## src/rtl/mdio_pkg.sv

```systemverilog
// Shared constants and state encoding for the MDIO Clause 22 responder.
package mdio_pkg;

  localparam int unsigned DATA_W       = 16;
  localparam int unsigned ADDR_W       = 5;
  localparam int unsigned PREAMBLE_LEN = 32;
  localparam int unsigned CNT_W        = 6;
  localparam int unsigned NREG         = 1 << ADDR_W;

  localparam logic [1:0] OP_RD = 2'b10;
  localparam logic [1:0] OP_WR = 2'b01;

  typedef enum logic [3:0] {
    IDLE,
    ST2,
    OP,
    PHYAD,
    REGAD,
    TA,
    RD_DATA,
    WR_DATA,
    SKIP
  } state_e;

endpackage

```

## src/rtl/mdio_edge_sync.sv

```systemverilog
// Brings MDC/MDIO into the clk domain and flags MDC edges.
module mdio_edge_sync #(
  parameter int unsigned SYNC_STAGES = 2
) (
  input  logic clk,
  input  logic rst_n,
  input  logic mdc,
  input  logic mdio_i,
  output logic rise_c,
  output logic fall_c,
  output logic mdio_s
);

  logic [SYNC_STAGES-1:0] mdc_q;
  logic [SYNC_STAGES-1:0] mdio_q;
  logic                   mdc_hist;

  // Equal-depth synchronizer chains keep MDIO aligned with the MDC edge that samples it.
  always_ff @(posedge clk) begin
    if (!rst_n) begin
      mdc_q    <= '0;
      mdio_q   <= '1;
      mdc_hist <= 1'b0;
    end else begin
      mdc_q    <= {mdc_q[SYNC_STAGES-2:0], mdc};
      mdio_q   <= {mdio_q[SYNC_STAGES-2:0], mdio_i};
      mdc_hist <= mdc_q[SYNC_STAGES-1];
    end
  end

  assign rise_c = mdc_q[SYNC_STAGES-1] & ~mdc_hist;
  assign fall_c = ~mdc_q[SYNC_STAGES-1] & mdc_hist;
  assign mdio_s = mdio_q[SYNC_STAGES-1];

endmodule

```

## src/rtl/mdio_phy_responder.sv

```systemverilog
// Clause 22 MDIO station: frame decoder, 32x16 register file, read-back driver.
module mdio_phy_responder
  import mdio_pkg::*;
#(
  parameter logic [4:0]  PHY_ADDR    = 5'd1,
  parameter int unsigned SYNC_STAGES = 2
) (
  input  logic              clk,
  input  logic              rst_n,
  input  logic              mdc,
  input  logic              mdio_i,
  output logic              mdio_o,
  output logic              mdio_oe,
  input  logic              loc_we,
  input  logic [ADDR_W-1:0] loc_addr,
  input  logic [DATA_W-1:0] loc_wdata,
  output logic              wr_vld,
  output logic [ADDR_W-1:0] wr_addr,
  output logic [DATA_W-1:0] wr_data,
  output logic              busy
);

  logic rise_c;
  logic fall_c;
  logic mdio_s;

  mdio_edge_sync #(.SYNC_STAGES(SYNC_STAGES)) u_sync (
    .clk    (clk),
    .rst_n  (rst_n),
    .mdc    (mdc),
    .mdio_i (mdio_i),
    .rise_c (rise_c),
    .fall_c (fall_c),
    .mdio_s (mdio_s)
  );

  state_e            state;
  logic [CNT_W-1:0]  cnt;
  logic              op_first;
  logic              is_rd;
  logic              hit;
  logic [ADDR_W-1:0] phyad;
  logic [ADDR_W-1:0] regad;
  logic [DATA_W-1:0] shreg;
  logic [DATA_W-1:0] regs [NREG];

  logic [ADDR_W-1:0] regad_nxt_c;
  logic [DATA_W-1:0] shin_c;
  logic [1:0]        op_c;
  logic              mdio_we_c;

  assign regad_nxt_c = {regad[ADDR_W-2:0], mdio_s};
  assign shin_c      = {shreg[DATA_W-2:0], mdio_s};
  assign op_c        = {op_first, mdio_s};
  assign mdio_we_c   = (state == WR_DATA) && rise_c && (cnt == CNT_W'(DATA_W - 1));

  // Register file; an MDIO write overrides a local write to the same address.
  always_ff @(posedge clk) begin
    if (!rst_n) begin
      for (int i = 0; i < NREG; i++) regs[i] <= '0;
    end else begin
      if (loc_we)    regs[loc_addr] <= loc_wdata;
      if (mdio_we_c) regs[regad]    <= shin_c;
    end
  end

  // Frame FSM: bits sampled on MDC rise, read data launched on MDC fall.
  always_ff @(posedge clk) begin
    if (!rst_n) begin
      state    <= IDLE;
      cnt      <= '0;
      op_first <= 1'b0;
      is_rd    <= 1'b0;
      hit      <= 1'b0;
      phyad    <= '0;
      regad    <= '0;
      shreg    <= '0;
      mdio_o   <= 1'b1;
      mdio_oe  <= 1'b0;
      wr_vld   <= 1'b0;
      wr_addr  <= '0;
      wr_data  <= '0;
      busy     <= 1'b0;
    end else begin
      wr_vld <= 1'b0;
      case (state)
        IDLE: if (rise_c) begin
          if (mdio_s) begin
            if (cnt != CNT_W'(PREAMBLE_LEN)) cnt <= cnt + CNT_W'(1);
          end else if (cnt == CNT_W'(PREAMBLE_LEN)) begin
            state <= ST2;
            cnt   <= '0;
            busy  <= 1'b1;
          end else begin
            cnt <= '0;
          end
        end
        ST2: if (rise_c) begin
          cnt <= '0;
          if (mdio_s) state <= OP;
          else begin
            state <= IDLE;
            busy  <= 1'b0;
          end
        end
        OP: if (rise_c) begin
          if (cnt == '0) begin
            op_first <= mdio_s;
            cnt      <= CNT_W'(1);
          end else begin
            cnt <= '0;
            if (op_c == OP_RD || op_c == OP_WR) begin
              state <= PHYAD;
              is_rd <= (op_c == OP_RD);
            end else begin
              state <= IDLE;
              busy  <= 1'b0;
            end
          end
        end
        PHYAD: if (rise_c) begin
          phyad <= {phyad[ADDR_W-2:0], mdio_s};
          if (cnt == CNT_W'(ADDR_W - 1)) begin
            state <= REGAD;
            cnt   <= '0;
          end else cnt <= cnt + CNT_W'(1);
        end
        REGAD: if (rise_c) begin
          regad <= regad_nxt_c;
          if (cnt == CNT_W'(ADDR_W - 1)) begin
            state <= TA;
            cnt   <= '0;
            hit   <= (phyad == PHY_ADDR);
            if (is_rd && (phyad == PHY_ADDR)) shreg <= regs[regad_nxt_c];
          end else cnt <= cnt + CNT_W'(1);
        end
        TA: begin
          if (!hit) begin
            // Another station's frame: ride out TA plus 16 data bits.
            state <= SKIP;
            cnt   <= '0;
          end else if (is_rd) begin
            if (rise_c) cnt <= CNT_W'(1);
            else if (fall_c && cnt == CNT_W'(1)) begin
              mdio_oe <= 1'b1;
              mdio_o  <= 1'b0;
              state   <= RD_DATA;
              cnt     <= '0;
            end
          end else if (rise_c) begin
            if (cnt == '0 && mdio_s) cnt <= CNT_W'(1);
            else if (cnt == CNT_W'(1) && !mdio_s) begin
              state <= WR_DATA;
              cnt   <= '0;
            end else begin
              state <= IDLE;
              cnt   <= '0;
              busy  <= 1'b0;
            end
          end
        end
        RD_DATA: if (fall_c) begin
          if (cnt == CNT_W'(DATA_W)) begin
            mdio_oe <= 1'b0;
            mdio_o  <= 1'b1;
            state   <= IDLE;
            cnt     <= '0;
            busy    <= 1'b0;
          end else begin
            mdio_o <= shreg[DATA_W-1];
            shreg  <= {shreg[DATA_W-2:0], 1'b0};
            cnt    <= cnt + CNT_W'(1);
          end
        end
        WR_DATA: if (rise_c) begin
          shreg <= shin_c;
          if (cnt == CNT_W'(DATA_W - 1)) begin
            wr_vld  <= 1'b1;
            wr_addr <= regad;
            wr_data <= shin_c;
            state   <= IDLE;
            cnt     <= '0;
            busy    <= 1'b0;
          end else cnt <= cnt + CNT_W'(1);
        end
        SKIP: if (rise_c) begin
          if (cnt == CNT_W'(DATA_W + 1)) begin
            state <= IDLE;
            cnt   <= '0;
            busy  <= 1'b0;
          end else cnt <= cnt + CNT_W'(1);
        end
        default: begin
          state <= IDLE;
          cnt   <= '0;
          busy  <= 1'b0;
        end
      endcase
    end
  end

endmodule
```

## config.mk

```make
export PLATFORM = sky130hd
export DESIGN_NAME = mdio_phy_responder
export DESIGN_NICKNAME = d
export VERILOG_FILES = /design/src/rtl/mdio_pkg.sv /design/src/rtl/mdio_edge_sync.sv /design/src/rtl/mdio_phy_responder.sv
export SDC_FILE = /design/constraint.sdc
export NUM_CORES = 1
export LEC_CHECK = 0
export CAP_MARGIN = 20
export CORE_MARGIN = 4
export CORE_UTILIZATION = 45
export DETAILED_ROUTE_END_ITERATION = 10
export PLACE_DENSITY = 0.6
export SLEW_MARGIN = 20
export SYNTH_ARGS = -nofsm -noshare
export SYNTH_HDL_FRONTEND = slang
export SYNTH_SLANG_ARGS = --single-unit
```

## constraint.sdc

```tcl
create_clock -name clk -period 5.5 [get_ports clk]
set_input_delay 0.55 -clock clk [delete_from_list [all_inputs] [get_ports clk]]
set_output_delay 0.55 -clock clk [all_outputs]
set_load 0.005 [all_outputs]
```

Word level (Yosys, flattened, before mapping):

Memory sizes are Yosys's and may differ from the RTL's.
Cells that the tools add are included.

* bits in registers: 69
* bits in writable memories: 512
* input bits: 26
* logic and storage cells: 205
* memories kept: 1

* $add $sub $neg: 1
* equality and inequality tests: 52
* muxes and demuxes: 100
* bitwise operators: 6
* reduce and logical (&&, ||, !) cells: 28

Memory list
* regs: depth 32, width 16, read ports 1, clocked after Yosys merged registers in 0, write ports 32, line mdio_phy_responder.sv:45 `logic [DATA_W-1:0] regs [NREG];`

Operators by type and width (number)
* 16-bit two-way mux: 8
* 6-bit two-way mux: 18
* 4-bit two-way mux: 22
* 2-bit != test, second input constant: 27
* 16-bit case mux with 3 select lines: 1
* 6-bit case mux with 8 select lines: 1
* 1-bit two-way mux: 41
* 20-bit AND reduction: 2
* 4-bit case mux with 9 select lines: 1
* 16-bit OR reduction: 2
* 4-bit by 3-bit equality test with 1-bit output, second input constant: 4
* 4-bit != test, second input constant: 4
* 7-bit AND reduction: 2
* 6-bit by 5-bit equality test with 1-bit output, second input constant: 2
* 3-bit AND reduction: 4
* 5-bit two-way mux: 2
* 10-bit AND reduction: 1
* 4-bit by 2-bit equality test with 1-bit output, second input constant: 2
* 1-bit case mux with 8 select lines: 1
* 6-bit by 1-bit adder with 6-bit output, second input constant: 1
* 6-bit by 1-bit equality test with 1-bit output, second input constant: 1
* 6-bit by 3-bit equality test with 1-bit output, second input constant: 1
* 6-bit by 4-bit equality test with 1-bit output, second input constant: 1
* 6-bit equality test, second input constant: 1
* other kinds (24): 37

Longest topological paths before layout:

Gate-level depths: netlist of run 1.

* word-level depth: 9
* mapped depth: 10
* gate-level depth less buffers: 8

By module:

Synthesis of run 1 repeated with hierarchy kept, for this count alone.

* cell total of the unflattened synthesis: 3047
* area, all modules: 30590.6 µm²

By module, submodules not included
* mdio_phy_responder: times used 1, cells an instance 3035, area an instance 30446.7 µm², sequential area each 16656.0 µm²
* mdio_edge_sync: times used 1, cells an instance 12, area an instance 143.9 µm², sequential area each 100.1 µm²

Worst setup path before layout of run 1:

OpenSTA, ideal clock, no wires.

* kind: reg2reg
* start: register cnt[0]
* end: memory regs[19][0] (enable)
* setup time: 0.372 ns
* data arrival time: 2.057 ns
* data required time: 5.128 ns
* slack: 3.071 ns
* cell stages (with the launch flop): 8
* path buffers: 1
* clock period less this slack: 2.429 ns
* cells stage by stage: dfxtp_1 ha_1 nand3_1 and4b_1 buf_4 nand4_4 nor2_1 or3_1

RTL lines
* start, declared: line mdio_phy_responder.sv:38 `logic [CNT_W-1:0] cnt;`
* start signal, assigned: line mdio_phy_responder.sv:89 `if (cnt != CNT_W'(PREAMBLE_LEN)) cnt <= cnt + CNT_W'(1);`
* start signal, assigned: line mdio_phy_responder.sv:126 `end else cnt <= cnt + CNT_W'(1);`
* start signal, assigned: line mdio_phy_responder.sv:135 `end else cnt <= cnt + CNT_W'(1);`
* end, declared: line mdio_phy_responder.sv:45

==> out/results.txt, run 1 <==
The fraction of synthesized cell area taken by the top area cell type works out to 0.493. The signal on the critical path passes through and4b_1 > and4b_1 > buf_4 > nand3_4 > nor3_2 > buf_4 > or3_1. For this design, the CTS-stage hold fixing added 0 buffers. The Yosys step of the flow raised 0 warnings. The routed length per placed instance works out to 26.9 µm. Counting instances in the post-synthesis netlist gives the leading cell types as nand2_1, edfxtp_1, o21ai_0, clkbuf_1, buf_2.

For this run, the slowest stage of the critical path takes 0.69 ns. The clock-pin slew on the worst setup and hold paths is 0.06 ns. The tools report the overall track demand over capacity in global routing as 0.294. The tools report the pin count of the biggest net entering global routing as 84. Summing over every cut layer, the via total after detailed routing is 25136. The maximum fanout along the worst path works out to 33.

The number of nets handed over by synthesis was 3262. Category of the worst setup path launch point: a flip-flop. The shortest period the worst path allows is 3.79 ns. Setup repair after global routing left no endpoint under its margin.

Synthesis inferred 581 register bits. The clock root buffer master is clkbuf_16. Multiplexer share of the synthesized area: 0.0943. In the synthesized netlist the dominant register cell turns out to be edfxtp_1. The tools report the final net count as 3142.

The ratio of cells with drive above 1 in the final layout was 0.121. Via count of the first global-routing pass: 23338. The final cycle utilization of the critical path is 0.689. The minimum setup slack in the final design was 1.71 ns. The finished layout holds 4097 standard cells, fillers aside. Main combinational cell family by area after synthesis: simple AND/OR/NAND/NOR gates. For the count of unresolved DRC violations after routing, the log shows 0. On the final layout, the worst hold slack is 0.408 ns. Using the TritonRoute via totals, the vias-per-cell ratio works out to 6.14.

From synthesis to final layout, the design area changed by 10.4%. In this run the static leakage power is 0.0104 µW. By area the synthesized netlist is led by edfxtp_1, nand2_1, o21ai_0. The buffer depth of the longest clock path was 3; the latest clock arrival within the worst-skew pair was 0.67 ns. Once placement completed, the tool counted placed cells totaling 3980. The type of the worst setup path is flip-flop to flip-flop. During I/O placement, the number of pins put on the boundary was 51. Adder and majority gate portion of the synthesized area: 0.00161. The logs give 0.454 for the initial cell density of the core and 0 for the max-slew violation count.

The total standard cell area after synthesis is 31200 µm², and the share of synthesized area occupied by flip-flops and latches is 0.538. At the worst endpoint, the arrival time is 4.06 ns. The run gives 96 as the number of core rows. The number of buffer cells added on primary ports came out at 50. For the minimum setup slack after placement, the log shows 1.67 ns. The flow ran to the end, and the final reports show no timing, DRC or antenna violations. The number of detailed-routing iterations run before antenna repair is 7.

At the pin with the least slew margin, the transition time is 1.25 ns. The simple logic cell fraction of the synthesized area works out to 0.194. The area share of xor/xnor cells in the synthesized design came out at 0.

Averaged over all synthesized cells, the footprint is 9.64 µm². The required arrival time at the worst endpoint is 5.77 ns. The synthesized design spends more area on one cell type than any other, namely edfxtp_1.

Element type at the critical path end: a flip-flop. The logs give 581 for the number of sinks handled by clock tree synthesis and 3399 for the DRC violation total after the first TritonRoute iteration. The tightest slew margin relative to the limit came out at 0.162.

The final antenna-violating net count was 0; the number of antenna violations at the first check in global routing was 3. Post-synthesis compound-gate area fraction: 0.126. The number of gates resized after CTS was 0. The min-delay analysis places its worst path in the category flip-flop to flip-flop. Summed over all layers, the routed wires come to 110000 µm. From bottom edge to top edge, the die measures 271 µm.

The run gives 68900 µm as the placed wire-length estimate after detailed placement. The number of clock buffers inserted by TritonCTS was 61. The total setup violations reported at the end of the flow was 0; the routability congestion estimate from global placement was 0.915. For this design the ratio of total power to cell area is 296 nW/µm². In this run, synthesis inferred 512 flip-flops with an integrated enable. The floorplan step defined a core boundary enclosing 68600 µm².

Synthesis produced 3232 cells. TritonCTS built the clock tree. For the number of hold violations in the final report, the log shows 0. The area of the die is 73500 µm², and the maximum level of the CTS H-tree is 2. For the maximum VDD drop, the log shows 0.000268 V. The cell with the most instances after synthesis was nand2_1. Worst clock skew: 0.0380 ns. The first global-routing pass estimated 160000 µm of wire.

The logs give 34400 µm² for the post-route cell area and 68 for the unique cell type count in the Yosys netlist. The post-CTS setup buffer count was 0; the number of maximum-capacitance constraint violations was 0. The slowest stage of the critical path belongs to the cell dfxtp_1. The async set-or-reset flop fraction in the synthesized netlist came out at 0. For this run, the top clock speed supported by timing is 264 MHz. The total overflow left after global routing is 0. The final total negative setup slack was 0 ns. The area after detailed placement is 32200 µm².

The die span in x is 271 µm.
[critical path: cells and delay by family (launching register included)]
kind	cells	cell delay (ns)
and+or+nand+nor	5	2.13
DFF	1	0.69
buffers and inverters	2	0.57
[cell families (layout without fill, tap and decap cells)]
group,Yosys count,count (layout)
simple gates,1421,1421
buf+inv,338,270
other cells,0,2
compound gates,711,711
mux,177,177
flops,581,581
fa+ha+maj,4,4
[layer usage]
metal | part of all wire | wire, µm | vias up | GRT usage
met5 | 0.00012 | 13 | - | 0
met4 | 0.057 | 6270 | 2 | 0.144
met3 | 0.11 | 12500 | 364 | 0.0548
met2 | 0.44 | 48700 | 1619 | 0.451
met1 | 0.39 | 42700 | 12032 | 0.405
li1 | - | - | 11119 | -
[area by class of cell]
cell class,instances,area (µm²)
timing repair buffer,148,1220
inverter,7,26.3
antenna,2,5.00
fill,6114,34200
clock buffer,73,1640
clock inverter,42,552
multi-input combinational,2313,13000
sequential,581,16800
tap,931,1160
[state kept, by name (all words and copies together), names as in the netlist, 2 cells and up]
name,count
regs,512
wr_addr,5
u_sync.mdc_q,2
shreg,16
phyad,5
state,4
regad,5
cnt,6
u_sync.mdio_q,2
wr_data,16
[report_power, final]
part           internal (µW)  switching [µW]
Sequential              5000             101
Clock                   2690            1850
Combinational            163             387
Total                   7860            2340
[cell usage in the layout (no fill, tap or decap), types with 14 or more instances in the layout]
cell type,Yosys,final
a211oi_1,18,18
a221oi_1,14,14
o21ai_1,44,44
or3_1,35,35
buf_4,8,97
nand3_1,16,16
nor2b_1,20,20
clkdlybuf4s50_1,0,42
nand2_1,1141,1141
nor2_1,82,65
mux4_2,92,92
o21ai_0,493,493
nor2_2,0,17
clkbuf_16,0,64
mux2i_1,72,72
edfxtp_1,512,512
nand2b_1,28,28
a21oi_1,56,56
a32o_1,17,17
dfxtp_1,69,56
[path summary, 6_finish.rpt]
path,from,end,slack [ns],cells past startpoint
worst min register to register,u_sync.mdio_q[0],u_sync.mdio_q[1],0.41,1
worst min-delay path,u_sync.mdio_q[0],u_sync.mdio_q[1],0.41,1
worst max-delay path,state[0],regs[2][12],1.71,7
worst max register to register,state[0],regs[2][12],1.71,7
[through the flow]
step | power [µW] | utilization
2_1_floorplan | 5430 | -
3_3_place_gp | 5720 | 0.469
3_5_place_dp | 5720 | 0.469
4_1_cts | 10200 | 0.501
5_1_grt | 10400 | 0.502
6_report | 10200 | 0.502
(Power assumes the default switching activity.)
==> run 2: changes to the inputs <==
--- a/config.mk
+++ b/config.mk
@@ -9,7 +9,7 @@
 export CORE_MARGIN = 4
 export CORE_UTILIZATION = 45
 export DETAILED_ROUTE_END_ITERATION = 10
-export PLACE_DENSITY = 0.6
+export PLACE_DENSITY = 0.62
 export SLEW_MARGIN = 20
 export SYNTH_ARGS = -nofsm -noshare
 export SYNTH_HDL_FRONTEND = slang
==> constraint.sdc (replaced) <==
create_clock -name clk -period 3.2 [get_ports clk]
set_input_delay 0.32 -clock clk [delete_from_list [all_inputs] [get_ports clk]]
set_output_delay 0.32 -clock clk [all_outputs]
set_load 0.005 [all_outputs]
==> run 2 against run 1 <==
Net effect: cell count up 2.4%; maximum frequency rose by 25%; total power grew 70%; hold slack worse by 0.15 ns; combinational power rose by 75%; routed wire length down 4.3%; sequential power up 71%; register-to-register slack worse by 1.5 ns; die area unchanged; largest cell class unchanged; largest power group unchanged.
==> out/results.txt, run 2 (synthesized netlist as in run 1, its figures left out) <==
The peak clock frequency supported by timing came out at 330 MHz (+25%). The highest-utilization routing layer at the global route stage was met2. The max-slew violation count is 0 (unchanged), and the number of detailed-routing iterations run before antenna repair is 8 (+1). The logs give 106000 µm (-4.3%) for the aggregate routed wire length and 3 (+1) for the maximum level of the CTS H-tree. Final total negative setup slack: 0 ns (unchanged). The signal on the critical path passes through ha_1 > nand3_1 > and4b_1 > buf_4 > nand4_4 > nor2_2 > or3_1 > buf_4. The number of buffer cells added on primary ports works out to 50 (unchanged). Met2 usage: 0.425 (-0.0257). In this run the critical register-to-register path is captured at regs[23][3].

The average vias per placed instance was 6.03 (-1.7%). The run gives 0.391 (-0.0140) as the met1 capacity usage during global routing. The logs give 0.0109 µW (+4.4%) for the leakage power total and 68600 µm² (unchanged) for the area of the placeable core.

The logs give 0 (unchanged) for the number of hold violations in the final report and 0.281 (-0.0125) for the overall track demand over capacity in global routing. The I/O pin count came out at 51 (unchanged). The most common cell after layout, fill and taps aside is nand2_1.

The ratio of cells with drive above 1 in the final layout is 0.142 (+0.0211). The routability congestion estimate from global placement was 0.968 (+5.7%). The routed length per placed instance was 25.2 µm (-6.5%). STA classifies the critical path startpoint as a flip-flop. The flip-flop count of the largest register after layout was 512 (unchanged).

For the pin count of the biggest net entering global routing, the log shows 53 (-37%). The run gives 96 (unchanged) as the number of core rows. The post-CTS setup buffer count was 0 (unchanged); the maximum fanout along the worst path was 9 (-73%). The number of sinks handled by clock tree synthesis came out at 581 (unchanged).

The power density of the placed cells was 494 nW/µm² (+67%). The worst min-delay path class is input pin to flip-flop. The run gives 4075 (+2.4%) as the number of placed instances, taps included. End of the worst hold path: shreg[0]. The transition at the pin with the smallest max-transition slack is 1.22 ns (-0.0320 ns), and the number of filler instances in the final layout is 6029 (-1.4%). In this run the most critical hold path is launched from rst_n. The cell family contributing the most delay on the critical path is simple AND/OR/NAND/NOR gates. From synthesis to final layout, the design area changed by 12.8%. The final cell count without fillers is 4197 (+2.4%). STA classifies the critical path endpoint as a flip-flop.

Latest clock arrival within the worst-skew pair: 0.62 ns (-0.05 ns). Ranked by flip-flop count, first place goes to regs. The total buffers and inverters traversed by the critical path works out to 2 (unchanged). Via count of the first global-routing pass: 23671 (+1.4%).

The DRC violation total after the first TritonRoute iteration was 2907 (-14%). Setup repair after global routing left no endpoint under its margin. The clock-pin slew on the worst setup and hold paths came out at 0.06 ns (about the same).

The tools report the detailed-route via count as 25321 (+0.74%). The tools report the quantity of hold-fixing buffers added after cts as 0 (unchanged). Total setup violations reported at the end of the flow: 0 (unchanged).

Number of cells traversed by the worst hold path: 2 (+1). The tools report the startpoint of the lowest-slack register-to-register path as cnt[0]. The setup path with the least slack is of type flip-flop to flip-flop.

The tools report the final net count as 3243 (+3.2%). The area of the die is 73500 µm² (unchanged). The logs give 0 (unchanged) for the number of maximum-capacitance constraint violations and 0.0276 ns (-0.0104 ns) for the worst clock skew. The signal arrival time at the worst endpoint came out at 3.33 ns (-0.73 ns). TritonCTS built the clock tree. For the final antenna-violating net count, the log shows 0 (unchanged). The shortest period the worst path allows came out at 3.03 ns (-0.761 ns). The cell occurring most often along the worst timing path is buf_4. The tools report the post-cts sizing count as 0 (unchanged).

Number of antenna violations at the first check in global routing: 1 (-2). The count of unresolved DRC violations after routing is 0 (unchanged). For the tightest slew margin relative to the limit, the log shows 0.185 (+0.0225). For the minimum setup slack in the final design, the log shows 0.172 ns (-1.54 ns).

Clock root buffer master: clkbuf_16. For the power after layout, the log shows 17400 µW (+70%). For the initial cell density of the core, the log shows 0.454 (unchanged). The tools report the global routing usage on met3 as 0.0572 (+0.00239).

On the critical path, the stage with the largest delay is an instance of and4b_1. The run gives 0.246 ns (-1.42 ns) as the minimum setup slack after placement. The y dimension of the die is 271 µm (unchanged). The delay of the slowest critical-path stage is 0.43 ns (-0.26 ns). The logs give 156000 µm (-2.6%) for the global-route wire length before repair and 67 (+9.8%) for the number of clock buffers inserted by TritonCTS. The final global-route overflow total is 0 (unchanged), and the final cycle utilization of the critical path is 0.946 (+0.257).

The die span in x works out to 271 µm (unchanged). The top cell types in the final layout, fill and taps aside, are nand2_1, edfxtp_1, o21ai_0. The final worst hold slack was 0.255 ns (-0.153 ns); the buffer depth of the longest clock path was 3 (unchanged). Path depth of the worst reg2reg path: 8 (+1).

The flow ran to the end, and the final reports show no timing, DRC or antenna violations. The maximum VDD drop is 0.000371 V (+38%), and the required arrival time at the worst endpoint is 3.50 ns (-2.27 ns). The largest registers in the layout are regs (512), shreg (16), wr_data (16). Setup slack of the worst register-to-register path: 0.17 ns (-1.54 ns). Placed wire-length estimate after detailed placement: 67800 µm (-1.6%).
run 2: cell count changes in the layout (fill, tap and decap cells not counted), sizes merged:
cell / previous run / this run
buf: 105 / 194
clkbuf: 74 / 88
bufinv: 12 / 5
clkdlybuf4s50: 42 / 49
clkinv: 22 / 19
diode: 2 / 1
inv: 9 / 10
run 2: how the worst max path moves through the flow:
stage / from / endpoint / slack, ns / cells past startpoint
global route: cnt[0] / regs[11][10] / 0.02 / 9
global placement: cnt[0] / regs[23][10] / 0.30 / 8
CTS: cnt[0] / regs[23][2] / 0.19 / 8
finish: cnt[0] / regs[23][3] / 0.17 / 8
floorplan: cnt[0] / regs[19][0] / 0.77 / 7
detailed placement: cnt[0] / regs[23][10] / 0.25 / 8
run 2: per-layer routing:
| metal | routed length [µm] | part of all wire |
|---|---|---|
| met1 | 41500 | 0.39 |
| met2 | 46700 | 0.44 |
| met3 | 11700 | 0.11 |
| met4 | 5630 | 0.053 |
| met5 | 13 | 0.00012 |
run 2: where the power goes:
| group | total (µW) | internal (µW) | switching [µW] |
|---|---|---|---|
| clock network | 7670 | 4460 | 3210 |
| registers | 8740 | 8590 | 150 |
| logic | 963 | 331 | 633 |
| total | 17400 | 13400 | 3990 |
run 2: layout make-up:
type,count,area (µm²),share of cell area
clock buffers,88,1830,0.0521
well taps,931,1160,0.0331
inverters,7,26.3,0.000748
flip-flops and latches,581,16800,0.478
clock inverters,33,330,0.00940
diodes,1,2.50,0.0000712
repair buffers,243,2010,0.0571
multi-input cells,2313,13000,0.370
run 2: through the flow:
step | cell area, µm² | utilization
floorplan | 31200 | -
global placement | 33000 | 0.481
detailed placement | 33000 | 0.481
CTS | 35100 | 0.512
global route | 35100 | 0.512
finish | 35100 | 0.512
